===== src/rtl/moore_counter_pkg.sv =====
// Shared definitions for the Moore up/down counter: direction encoding and the
// load clamp helper that keeps loaded values inside the count range.
package moore_counter_pkg;

    localparam logic DIR_UP   = 1'b1;
    localparam logic DIR_DOWN = 1'b0;

    // Out-of-range load values pin to the top of the range rather than aliasing.
    function automatic int unsigned clamp_load(input int unsigned value,
                                               input int unsigned modulus);
        return (value < modulus) ? value : (modulus - 1);
    endfunction

endpackage


===== src/rtl/moore_updown_counter.sv =====
// WIDTH-bit modulo-MODULUS up/down counter with load, Moore terminal-count flag
// and registered wrap pulse. Define MOORE_COUNTER_SATURATE_EN to saturate instead of wrap.
module moore_updown_counter
    import moore_counter_pkg::*;
#(
    parameter int WIDTH   = 4,
    parameter int MODULUS = 16
) (
    input  logic             clk,
    input  logic             rstn,
    input  logic             en,
    input  logic             up,
    input  logic             load,
    input  logic [WIDTH-1:0] load_val,
    output logic [WIDTH-1:0] count,
    output logic             y_out,
    output logic             wrap
);

    // The load clamp works in 32-bit arithmetic, so WIDTH is bounded to 32 as well.
    if (WIDTH < 1 || WIDTH > 32 || MODULUS < 2 ||
        64'(MODULUS) > (64'd1 << WIDTH)) begin : g_param_check
        $error("moore_updown_counter: illegal WIDTH/MODULUS combination");
    end

    localparam logic [WIDTH-1:0] LP_MAX = WIDTH'(MODULUS - 1);

    logic [WIDTH-1:0] r_count;
    logic             r_wrap;
    logic [WIDTH-1:0] w_count_next;
    logic             w_wrap_next;
    logic [WIDTH-1:0] w_load_clamped;

    assign w_load_clamped = WIDTH'(clamp_load(32'(load_val), 32'(MODULUS)));

    always_comb begin
        w_count_next = r_count;
        w_wrap_next  = 1'b0;
        if (load) begin
            w_count_next = w_load_clamped;
        end else if (en) begin
            if (up == DIR_UP) begin
                if (r_count == LP_MAX) begin
`ifdef MOORE_COUNTER_SATURATE_EN
                    w_count_next = LP_MAX;
`else
                    w_count_next = '0;
                    w_wrap_next  = 1'b1;
`endif
                end else begin
                    w_count_next = r_count + WIDTH'(1);
                end
            end else begin
                if (r_count == '0) begin
`ifdef MOORE_COUNTER_SATURATE_EN
                    w_count_next = '0;
`else
                    w_count_next = LP_MAX;
                    w_wrap_next  = 1'b1;
`endif
                end else begin
                    w_count_next = r_count - WIDTH'(1);
                end
            end
        end
    end

    always_ff @(posedge clk or negedge rstn) begin
        if (!rstn) begin
            r_count <= '0;
            r_wrap  <= 1'b0;
        end else begin
            r_count <= w_count_next;
            r_wrap  <= w_wrap_next;
        end
    end

    // Terminal count is decoded from the state register alone.
    assign count = r_count;
    assign y_out = (r_count == LP_MAX);
    assign wrap  = r_wrap;

endmodule


===== config.mk =====
export PLATFORM = sky130hd
export DESIGN_NAME = moore_updown_counter
export DESIGN_NICKNAME = d
export VERILOG_FILES = /design/src/rtl/moore_counter_pkg.sv /design/src/rtl/moore_updown_counter.sv
export SDC_FILE = /design/constraint.sdc
export NUM_CORES = 1
export LEC_CHECK = 0
export BUFFER_PORTS_ARGS = -buffer_cell sky130_fd_sc_hd__buf_2
export CAP_MARGIN = 5
export CORE_AREA = 2 2 39 41
export DETAILED_ROUTE_END_ITERATION = 12
export DIE_AREA = 0 0 41 43
export GPL_TIMING_DRIVEN = 0
export PLACE_DENSITY = 0.6
export SYNTH_ARGS = -nofsm -noshare
export SYNTH_HDL_FRONTEND = slang
export SYNTH_SLANG_ARGS = --single-unit

===== constraint.sdc =====
create_clock -name clk -period 2.6 [get_ports clk]
set_input_delay 0.39 -clock clk [delete_from_list [all_inputs] [get_ports clk]]
set_output_delay 0.39 -clock clk [all_outputs]
set_load 0.02 [all_outputs]

==> results.txt, run 1 <==
The max-slew violation count came out at 0. The die height came out at 43 um. The via total after detailed routing came out at 384. The number of placed cells counting well taps is 73. The minimum clock period after layout is 1728 ps.

When the netlist entered floorplanning its net count stood at 54. The most common library cell in the layout ignoring fill and taps is sky130_fd_sc_hd__buf_2. In the layout the commonest cells are sky130_fd_sc_hd__buf_2, sky130_fd_sc_hd__o21ai_0, sky130_fd_sc_hd__dfrtp_1, sky130_fd_sc_hd__a21oi_1. In the post-synthesis netlist, the biggest area contributors are sky130_fd_sc_hd__dfrtp_1, sky130_fd_sc_hd__ha_1, sky130_fd_sc_hd__o21ai_0.

The hold violation count in the final report came out at 0. The top-level I/O count came out at 15. The min-delay analysis places its worst path in the category input port to register. For the worst setup path, the data required time is between 2000 and 2500 ps. The mean number of vias per cell is about 4.9. Post-CTS repair changed the size of 0 cells. The number of routed nets with antenna violations is 0. The number of setup buffers added after CTS came out at 0. The weighted congestion at the end of routability-driven global placement came out at 0.7639. After routing the design area is 491.7 sq um. The maximum fanout count along the critical path is 9.

The post-synthesis average cell area is around 8.5 sq um. Across the run, the number of max-cap violations was 0. The average wire length per cell after detail routing is 10.63 um.

The initial antenna violation count is 0. The routed wire length came out at 829 um. The setup violation total in the final timing report is 0. In the synthesized netlist, the number of instances is 43.

On the worst path, the slowest cell contributes a delay of 470 ps. Setup repair after global routing left no endpoint under its margin. For this design, the slowest cell found on the critical path is sky130_fd_sc_hd__dfrtp_1.

The arrival time of the worst setup path came out at 1340 ps. The HPWL after detailed placement came out at 657.3 um. For this run, the total global-route usage over all layers was measured as 0.1045. The count of inserted antenna diode cells came out at 0.

The overall power consumption came out at approximately 280 uW. Of the post-synthesis cell area, the dominant cell type holds 0.3425. The chip width is 41 um. The critical path goes through ha_1 -> and3_1 -> buf_2. The cell sitting at the root of the clock tree is a sky130_fd_sc_hd__clkbuf_4. Synthesis inferred 5 register bits.

The slew at the pin closest to its max-slew limit is between 200 and 300 ps. After detailed routing, the number of remaining DRC violations is 0. The post-place instance area came out at about 460 sq um.

TritonCTS built the clock tree. Dividing total power by cell area gives a power density of 566.8 mW/mm^2. In the finished design, the share of the clock period the worst path needs comes to 0.6648. The later pin in the worst-skew pair is clocked with a latency of approximately 230 ps.

The clock skew after layout came out at about 0.32 ps. The starting utilization of the core area is 0.2640. Once routing completed, OpenROAD measured the worst setup slack at between 800 and 900 ps. The floorplan core area came out at approximately 0.0014 sq mm.

The full die area came out at 0.001763 sq mm. The flow ran to the end, and the final reports show no timing, DRC or antenna violations. The number of port buffers is 14. The final-layout setup total negative slack is 0 ps. The largest net degree at the start of global routing is 10. The number of rows in the core area is 14. The netlist uses 22 different library cells. For this block, the initial DRC count from the detailed router was 3.

After the last flow step, the layout net total stands at 74. The worst-case IR drop observed on VDD is 0.1435 mV. The clock passes through at most 2 buffers. The worst setup path is captured at an output pin.

The synthesis warning total is 0. The static leakage power is 0.2464 nW. The achievable clock frequency is 0.5785 GHz. The area growth from synthesis to layout is 34.59%.

The instance count along the most critical hold path is 3. The synthesized design spends more area on one cell type than any other, namely sky130_fd_sc_hd__dfrtp_1. The path depth of the worst reg2reg path came out at 6. The residual overflow from global routing came out at 0. The sequential element share of the synthesized area came out at 0.3425. The pre-CTS setup slack is 1085 ps. The kind of critical path is register to output pin. The wire length of the first global-routing pass is between 1000 and 1500 um. In the final layout, the share of cells above drive strength 1 is 0.3548.

The first TritonRoute pass finished after 2 iterations. The area of the mapped netlist came out at 365.4 sq um. The normalized max-slew margin is 0.8138. The clock-pin slew on the worst setup and hold paths is 40 ps. Clock tree synthesis found a total of 5 sinks. The launching element type of the critical path is a register.

The final instance count without filler cells is 78. The number of global-route vias before repair came out at 334. In this run the number of H-tree levels came out at 1. The total clock buffers created by CTS is 3. The filler cells instantiated in the layout total approximately 150.
## power breakdown
group / internal (mW) / switching [mW] / total, mW
Clock: 0.0577 / 0.0276 / 0.0853
Sequential: 0.0867 / 0.0142 / 0.101
Combinational: 0.0409 / 0.0516 / 0.0925
Total: 0.185 / 0.0934 / 0.279
## registers in the layout (all words and copies together) (netlist names)
name / flops
wrap: 1
count: 4
## cell usage after synthesis
master,instances
sky130_fd_sc_hd__a21boi_0,1
sky130_fd_sc_hd__a21o_1,1
sky130_fd_sc_hd__a21oi_1,4
sky130_fd_sc_hd__a21oi_2,1
sky130_fd_sc_hd__a31oi_1,1
sky130_fd_sc_hd__and3_1,2
sky130_fd_sc_hd__buf_2,1
sky130_fd_sc_hd__dfrtp_1,5
sky130_fd_sc_hd__ha_1,2
sky130_fd_sc_hd__inv_1,3
sky130_fd_sc_hd__mux2_2,1
sky130_fd_sc_hd__nand2_1,3
sky130_fd_sc_hd__nand2b_2,1
sky130_fd_sc_hd__nand3_1,1
sky130_fd_sc_hd__nor2_1,2
sky130_fd_sc_hd__nor2b_1,1
sky130_fd_sc_hd__nor3_1,2
sky130_fd_sc_hd__o21ai_0,5
sky130_fd_sc_hd__o21ba_2,1
sky130_fd_sc_hd__o221ai_1,1
sky130_fd_sc_hd__o31ai_1,2
sky130_fd_sc_hd__xor2_1,2
## worst max-delay path, delay by kind of cell, from the launching register on
| family | cells | cell delay, ps |
|---|---|---|
| fa+ha+maj | 1 | 280 |
| buf+inv | 1 | 160 |
| flops | 1 | 470 |
| simple gates | 1 | 200 |
## what timing repair did
item                                    in CTS  in global routing
endpoints found under the setup margin       0                  0
hold buffers                                 1                  0
hold endpoints to repair                     5                  0
## layer usage
layer	GRT usage	wire [um]	vias to the layer above
li1	-	-	195
met1	0.1226	348	184
met2	0.1750	459	5
met3	0	21	0
met4	0.06667	0	0
met5	0	0	-
## path summary, 6_finish.rpt
path	from	endpoint	slack, ps
worst max-delay path	count[0]$_DFFE_PN0P_	y_out	870
worst min-delay path	load_val[1]	count[1]$_DFFE_PN0P_	380
worst max register to register	count[0]$_DFFE_PN0P_	count[3]$_DFFE_PN0P_	1080
worst min register to register	count[3]$_DFFE_PN0P_	count[3]$_DFFE_PN0P_	730
max in group asynchronous	rstn	count[3]$_DFFE_PN0P_	1960
min in group asynchronous	rstn	count[1]$_DFFE_PN0P_	510
## layout make-up
class | instances | area (sq um) | area share
inverter | 3 | 11.26 | 0.02290
sequential | 5 | 125.1 | 0.2545
tap | 16 | 20.02 | 0.04071
timing repair buffer | 15 | 80.08 | 0.1628
multi-input combinational | 34 | 224.0 | 0.4555
clock buffer | 4 | 26.28 | 0.05344
buffer | 1 | 5.005 | 0.01018
## cell families after synthesis
group,after synthesis,share of synthesized area
buffers and inverters,4,0.04451
AND/OR/NAND/NOR,12,0.1678
XOR/XNOR,2,0.04795
multiplexers,1,0.03082
AO/OA/AOI/OAI,17,0.2980
adder cells (fa/ha/maj),2,0.06848
flip-flops,5,0.3425
## stage by stage
step / util / hold WS (ps)
2_1_floorplan: - / 94.41
3_3_place_gp: 0.3291 / 203.3
3_5_place_dp: 0.3291 / 207.0
4_1_cts: 0.3553 / 376.1
5_1_grt: 0.3553 / 410.0
6_report: 0.3553 / 382.0
Note: power is estimated with default switching activity, not from simulation.
==> run 2, diff against run 1 <==
--- a/config.mk
+++ b/config.mk
@@ -5,13 +5,14 @@
 export SDC_FILE = /design/constraint.sdc
 export NUM_CORES = 1
 export LEC_CHECK = 0
+export ABC_AREA = 1
 export BUFFER_PORTS_ARGS = -buffer_cell sky130_fd_sc_hd__buf_2
 export CAP_MARGIN = 5
 export CORE_AREA = 2 2 39 41
 export DETAILED_ROUTE_END_ITERATION = 12
 export DIE_AREA = 0 0 41 43
 export GPL_TIMING_DRIVEN = 0
-export PLACE_DENSITY = 0.6
+export PLACE_DENSITY = 0.61
 export SYNTH_ARGS = -nofsm -noshare
 export SYNTH_HDL_FRONTEND = slang
 export SYNTH_SLANG_ARGS = --single-unit
==> constraint.sdc (replaced) <==
create_clock -name clk -period 1.77 [get_ports clk]
set_input_delay 0.2655 -clock clk [delete_from_list [all_inputs] [get_ports clk]]
set_output_delay 0.2655 -clock clk [all_outputs]
set_load 0.02 [all_outputs]
==> run 2 against run 1 <==
  * Total power up 47%
  * Via count is 7.8% higher
  * Routed wire length rose by 5.9%
  * Die area stayed put
  * Design area up 0.51%
  * Clock skew barely moved
  * Sequential share of layout area decreased by 0.13 points
  * Synthesized area grew 0.69%
  * Critical path type unchanged
  * Largest cell class unchanged
==> results.txt, run 2 <==
The share of layout cells above drive strength 1 came to 0.2466 (was 0.3548). The cell with the most instances after synthesis is sky130_fd_sc_hd__nand2_1. The wire length of the first global-routing pass came out at 1373 um (was 1269 um). The met1 layer wirelength in the final routing came out at 387 um (was 348 um). The level count of the clock H-tree is 1 (unchanged). Of the available clock period, the critical path in the final layout requires 0.8734. The kind of critical path was register to output pin (unchanged). The maximum fanout count along the critical path is 7 (was 9). The synthesis warning total is 0 (unchanged). The clock sink total is 5 (unchanged). The area added between synthesis and finish came out at 34.35% (was 34.59%).

The setup violation total in the final timing report came out at 0 (unchanged). The average wire length per cell after detail routing is 9.865 um (was 10.63 um). The final instance area came out at 494.2 sq um (was 491.7 sq um). The met2 wire length is 403 um (was 459 um). The worst-skew pair later-pin latency came out at 240 ps (was 230 ps). The final instance count without filler cells came to 89 (was 78). Setup repair after global routing missed its margin: no (unchanged). The weighted congestion at the end of routability-driven global placement is 0.7441 (was 0.7639).

Top cells by count, synth: sky130_fd_sc_hd__nand2_1, sky130_fd_sc_hd__inv_1, sky130_fd_sc_hd__dfrtp_1, sky130_fd_sc_hd__nand3_1, sky130_fd_sc_hd__nor2_1 (was sky130_fd_sc_hd__dfrtp_1, sky130_fd_sc_hd__o21ai_0, sky130_fd_sc_hd__a21oi_1, sky130_fd_sc_hd__inv_1, sky130_fd_sc_hd__nand2_1). The endpoint required time on the critical path is 1500 ps (was 2210 ps). The number of nets in the final layout is 85 (was 74). The number of remaining DRC errors came out at 0 (unchanged). The critical path capture point type was an output pin (unchanged). The count of max-cap constraint violations is 0 (unchanged).

The maximum resistive drop on vdd is 0.4306 mV (was 0.1435 mV). The die height was 43 um (unchanged). The async set-reset flop share out of synthesis came out at 1.000 (unchanged). The share of Yosys cell area claimed by the top area cell type was 0.3401 (was 0.3425). The number of port buffers came to 14 (unchanged). The highest routed metal layer is met4 (was met3).

The number of global-route vias before repair came out at 325 (was 334). The post-place instance area came out at 457.9 sq um (was 455.4 sq um). The normalized max-slew margin is 0.8301 (was 0.8138).

The total length of routed met3 wires is 71 um (was 21 um). The overall track demand over capacity in global routing is 0.1181 (was 0.1045). The quantity of hold-fixing buffers added after cts came out at 1 (unchanged). The residual overflow from global routing is 0 (unchanged). The achievable clock frequency came out at around 0.65 GHz. The total area of multi-input combinational cells came out at 205.2 sq um (was 224.0 sq um). The number of detailed-route iterations in the first pass is 5 (was 2). The final-layout setup total negative slack is 0 ps (unchanged). The chip width is 41 um (unchanged). The clock root buffer is sky130_fd_sc_hd__clkbuf_4 (unchanged). The flip-flop and latch area is 125.1 sq um (unchanged). The clock-pin slew on the worst setup and hold paths is 40 ps (about the same). The number of storage elements in the synthesis netlist is 5 (unchanged). The arrival time of the worst setup path is 1280 ps (was 1340 ps).

The dominant synthesized flop cell was sky130_fd_sc_hd__dfrtp_1 (unchanged). The full die area came out at 0.001763 sq mm (unchanged). The count of filler cells inserted in the layout came out at 161 (was 145). The maximum root-to-sink buffer count came out at 2 (unchanged). The TritonCTS clock tree was done (unchanged). The total clock buffers created by CTS is 3 (unchanged). The number of enable flip-flop cells after synthesis is 0 (unchanged). The count of inserted antenna diode cells came out at 0 (unchanged). The DRC violation total after the first TritonRoute iteration was 13 (was 3).

The number of rows in the core area came to 14 (unchanged). The floorplan core area came to 0.001384 sq mm (unchanged). The starting utilization of the core area is 0.2658 (was 0.2640).

The launching element type of the critical path is a register (unchanged). The slew at the pin closest to its max-slew limit came out at 254.8 ps (was 279.3 ps). The flip-flop count of the largest register after layout was 4 (unchanged). The largest net degree at the start of global routing is 8 (was 10). Result of the run: completed (unchanged). The post-synth net total came out at 65 (was 54). The static leakage power came out at 0.2924 nW (was 0.2464 nW). The post-synthesis average cell area is 6.812 sq um (was 8.497 sq um). The mean number of vias per cell is 4.652 (was 4.923).

The via total after detailed routing is 414 (was 384). The hold violation count in the final report came out at 0 (unchanged). The number of setup buffers added after CTS came to 0 (unchanged). The number of routed nets with antenna violations came out at 0 (unchanged).

The top-level I/O count was 15 (unchanged). Leading cell types in the layout, fill and taps excluded: sky130_fd_sc_hd__nand2_1, sky130_fd_sc_hd__buf_2, sky130_fd_sc_hd__inv_1, sky130_fd_sc_hd__nand3_1, sky130_fd_sc_hd__dfrtp_1 (was sky130_fd_sc_hd__buf_2, sky130_fd_sc_hd__o21ai_0, sky130_fd_sc_hd__dfrtp_1, sky130_fd_sc_hd__a21oi_1). The number of distinct library cell variants in the gate-level netlist after synthesis came to 14 (was 22). The power per unit of standard cell area is 828.4 mW/mm^2 (was 566.8 mW/mm^2).

The HPWL after detailed placement is 694.6 um (was 657.3 um). The minimum clock period after layout is 1546 ps. The number of cells upsized or downsized after cts is 0 (unchanged).

The area of the mapped netlist came out at 367.9 sq um (was 365.4 sq um). The sequential element share of the synthesized area came out at 0.3401 (was 0.3425). Top post-synthesis cells by area: sky130_fd_sc_hd__dfrtp_1, sky130_fd_sc_hd__nand2_1, sky130_fd_sc_hd__inv_1 (was sky130_fd_sc_hd__dfrtp_1, sky130_fd_sc_hd__ha_1, sky130_fd_sc_hd__o21ai_0). The gate count after technology mapping was 54 (was 43). The type of the most critical hold path was input port to register (unchanged). The number of placed cells counting well taps came out at 84 (was 73).

The initial antenna violation count came out at 0 (unchanged). The max-slew violation count is 0 (unchanged). The clock skew after layout is 0.2182 ps (was 0.3212 ps). The routed wire length is 878 um (was 829 um). The most common library cell in the layout ignoring fill and taps is sky130_fd_sc_hd__nand2_1 (was sky130_fd_sc_hd__buf_2).

The biggest area consumer among synthesized cells is sky130_fd_sc_hd__dfrtp_1 (unchanged).
-- run 2: cell type report --
class                   instances  area share
multi-input cells              39      0.4152
flip-flops and latches          5      0.2532
repair buffers                 15      0.1620
inverters                      10     0.07595
clock buffers                   4     0.05316
well taps                      16     0.04051
-- run 2: per-stage QoR --
stage / total power, mW / setup WS [ps] / util / hold WS, ps
floorplan: 0.2337 / 414.2 / - / -30.09
global placement: 0.2781 / 400.3 / 0.3309 / 81.94
detailed placement: 0.2794 / 387.2 / 0.3309 / 85.85
CTS: 0.4152 / 231.1 / 0.3571 / 238.3
global route: 0.4400 / 162.3 / 0.3571 / 251.0
finish: 0.4094 / 224.1 / 0.3571 / 240.6
-- run 2: final timing paths --
kind                                   endpoint  cells after the start                 start  slack (ps)
max in group asynchronous  count[3]$_DFFE_PN0P_                      2                  rstn        1270
hold / removal             count[1]$_DFFE_PN0P_                      3           load_val[1]         240
setup / recovery                          y_out                      4  count[0]$_DFFE_PN0P_         220
setup reg to reg           count[3]$_DFFE_PN0P_                      8  count[0]$_DFFE_PN0P_         380
hold reg to reg            count[3]$_DFFE_PN0P_                      2  count[3]$_DFFE_PN0P_         630
min in group asynchronous  count[2]$_DFFE_PN0P_                      2                  rstn         370
-- run 2: layer usage --
layer  vias up  GRT usage
li1        213          -
met1       180     0.1699
met2        19     0.1375
met3         2    0.04712
met4         0    0.08000
met5         -          0
-- run 2: kinds of logic (layout without fill, tap and decap cells) --
kind of cell	after synthesis	count (layout)	synth area share
flip-flops	5	5	0.3401
XOR/XNOR	2	2	0.04763
buffers and inverters	10	29	0.1020
adder cells (fa/ha/maj)	2	2	0.06802
AO/OA/AOI/OAI	7	7	0.1190
AND/OR/NAND/NOR	28	28	0.3231
-- run 2: report_power, final --
group	internal, mW	switching, mW	total, mW
clock	0.0851	0.0457	0.131
combinational	0.0506	0.0751	0.126
sequential	0.128	0.0251	0.153
total	0.264	0.146	0.409
-- run 2: worst max-delay path: stages, from the launching register on --
cell                      delay (ps)
sky130_fd_sc_hd__dfrtp_1         470
sky130_fd_sc_hd__ha_1            210
sky130_fd_sc_hd__nand3_1         130
sky130_fd_sc_hd__inv_1            80
sky130_fd_sc_hd__buf_2           160
==> run 3, diff against run 2 <==
--- a/config.mk
+++ b/config.mk
@@ -12,7 +12,7 @@
 export DETAILED_ROUTE_END_ITERATION = 12
 export DIE_AREA = 0 0 41 43
 export GPL_TIMING_DRIVEN = 0
-export PLACE_DENSITY = 0.61
+export PLACE_DENSITY = 0.5
 export SYNTH_ARGS = -nofsm -noshare
 export SYNTH_HDL_FRONTEND = slang
 export SYNTH_SLANG_ARGS = --single-unit
==> run 3 against run 2 <==
  * Clock-buffer cell count unchanged
  * Total power shrank 0.95%
  * Sequential share of layout area is the same
  * Core utilization unchanged
  * Worst setup slack improved by 34 ps
  * Global-route usage shrank 0.18 points
  * Die area unchanged
  * Critical path depth stayed put
  * First-iteration DRC count shrank 62%
  * Non-clock buffer count unchanged
  * Largest cell class unchanged
==> results.txt, run 3 (synthesized netlist as in run 2, its figures left out) <==
The clock skew after layout was 2.010 ps (was 0.2182 ps). The kind of critical path is register to output pin (unchanged). The largest net degree at the start of global routing came out at 8 (unchanged). The clock root buffer was sky130_fd_sc_hd__clkbuf_4 (unchanged). The achievable clock frequency came out at 0.6613 GHz (was 0.6469 GHz). Leading cell types in the layout, fill and taps excluded: sky130_fd_sc_hd__nand2_1, sky130_fd_sc_hd__buf_2, sky130_fd_sc_hd__inv_1, sky130_fd_sc_hd__nand3_1, sky130_fd_sc_hd__dfrtp_1 (unchanged).

The minimum clock period after layout was 1512 ps (was 1546 ps). The total clock buffers created by CTS came out at 3 (unchanged). The DRC violation total after the first TritonRoute iteration is 5 (was 13).

The launching element type of the critical path is a register (unchanged). The maximum fanout count along the critical path was 7 (unchanged). The post-place instance area is 457.9 sq um (unchanged). The met3 routing resource usage after global routing is 0 (was 0.04712). The via total after detailed routing is 385 (was 414). The setup violation total in the final timing report is 0 (unchanged).

The maximum root-to-sink buffer count is 2 (unchanged). The initial antenna violation count is 0 (unchanged). The average wire length per cell after detail routing came to 9.596 um (was 9.865 um). The met1 track demand over resource in global routing is 0.1414 (was 0.1699). The normalized max-slew margin is 0.8446 (was 0.8301). The arrival time of the worst setup path came out at 1250 ps (was 1280 ps). The chip width was 41 um (unchanged). The level count of the clock H-tree is 1 (unchanged). The number of port buffers is 14 (unchanged). The clock-pin slew on the worst setup and hold paths is 40 ps (about the same). The residual overflow from global routing is 0 (unchanged). The critical hold path startpoint is load_val[1] (unchanged). The final-layout setup total negative slack is 0 ps (unchanged). The overall track demand over capacity in global routing came to 0.1163 (was 0.1181). The final instance area came out at 494.2 sq um (unchanged). The top-level I/O count came out at 15 (unchanged). The count of filler cells inserted in the layout is 157 (was 161). The number of global-route vias before repair came out at 350 (was 325).

The static leakage power came out at 0.2924 nW (unchanged). The slew at the pin closest to its max-slew limit is 233.1 ps (was 254.8 ps). The count of max-cap constraint violations came out at 0 (unchanged). The starting utilization of the core area is 0.2658 (unchanged).

The hold violation count in the final report is 0 (unchanged). The maximum resistive drop on vdd was 0.3789 mV (was 0.4306 mV). The max-slew violation count is 0 (unchanged). The number of routed nets with antenna violations was 0 (unchanged). The share of the cycle needed by the critical path after routing is 0.8543 (was 0.8734). The routed wire length is 854 um (was 878 um). The layer with the highest usage after global routing is met2 (was met1). The floorplan core area came out at 0.001384 sq mm (unchanged).

The full die area is 0.001763 sq mm (unchanged). The share of layout cells above drive strength 1 came out at 0.2466 (unchanged). The critical path capture point type is an output pin (unchanged).

The clock sink total came out at 5 (unchanged). The HPWL after detailed placement came out at 702.6 um (was 694.6 um). Result of the run: completed (unchanged). The total area of multi-input combinational cells is 205.2 sq um (unchanged). The count of inserted antenna diode cells came out at 0 (unchanged). The number of nets in the final layout came to 85 (unchanged). The slack of the worst reg-to-reg path came out at 410 ps (was 380 ps). The endpoint required time on the critical path came out at 1500 ps (about the same). The flip-flop and latch area came to 125.1 sq um (unchanged).

The worst-skew pair later-pin latency was 240 ps (about the same). The flip-flop count of the largest register after layout is 4 (unchanged). Setup repair after global routing missed its margin: no (unchanged). The power per unit of standard cell area came out at 820.5 mW/mm^2 (was 828.4 mW/mm^2). The source of the worst register-to-register timing path was count[0]$_DFFE_PN0P_ (unchanged).

The number of cells upsized or downsized after cts came out at 0 (unchanged). The number of rows in the core area is 14 (unchanged). The type of the most critical hold path is input port to register (unchanged). The met2 demand-to-capacity share in global routing is 0.1781 (was 0.1375). The number of remaining DRC errors is 0 (unchanged).

The area added between synthesis and finish came out at 34.35% (unchanged). The most common library cell in the layout ignoring fill and taps is sky130_fd_sc_hd__nand2_1 (unchanged). The weighted congestion at the end of routability-driven global placement is 0.7191 (was 0.7441).

The overall power consumption is 405.5 uW (was 409.4 uW). The TritonCTS clock tree was done (unchanged). The die height was 43 um (unchanged). The critical path launch point is count[0]$_DFFE_PN0P_ (unchanged). The number of detailed-route iterations in the first pass is 4 (was 5). The mean number of vias per cell came out at 4.326 (was 4.652). The wire length of the first global-routing pass came to 1373 um (unchanged).
[run 3: area by class of cell]
type,instances,share of cell area
timing repair buffer,15,0.1620
inverter,10,0.07595
sequential,5,0.2532
multi-input combinational,39,0.4152
clock buffer,4,0.05316
tap,16,0.04051
[run 3: what timing repair did]
action	CTS	global route
hold buffers	1	0
buffers inserted	0	0
hold endpoints to repair	5	0
setup endpoints to repair	0	0
[run 3: path summary, 6_finish.rpt]
check | to | cells past startpoint
setup / recovery | y_out | 4
hold / removal | count[1]$_DFFE_PN0P_ | 3
setup reg to reg | count[3]$_DFFE_PN0P_ | 8
hold reg to reg | count[3]$_DFFE_PN0P_ | 2
max in group asynchronous | count[2]$_DFFE_PN0P_ | 2
min in group asynchronous | count[1]$_DFFE_PN0P_ | 2
[run 3: report_power, final]
part	internal [mW]	switching [mW]
Clock	0.0850	0.0439
Sequential	0.128	0.0241
Combinational	0.0505	0.0742
Total	0.263	0.142
[run 3: metrics by stage]
step | instances | worst slack (ps) | util | hold WS (ps)
final | 89 | 257.9 | 0.3571 | 243.2
after CTS | 89 | 241.5 | 0.3571 | 243.8
after floorplan | 54 | 414.2 | - | -30.09
after detailed placement | 84 | 410.4 | 0.3309 | 81.88
after global routing | 89 | 148.2 | 0.3571 | 275.5
after global placement | 84 | 413.5 | 0.3309 | 81.82
[run 3: layer usage]
layer  wire (um)  share of wire  vias to the layer above
met1         367           0.43                      163
li1            -              -                      212
met4          16          0.019                        0
met5           0              0                        -
met3          38          0.044                        2
met2         432           0.51                        8
[run 3: critical path, stage by stage, from the launching register on]
cell and delay, ps:
sky130_fd_sc_hd__dfrtp_1 450, sky130_fd_sc_hd__ha_1 240, sky130_fd_sc_hd__nand3_1 120, sky130_fd_sc_hd__inv_1 50, sky130_fd_sc_hd__buf_2 150
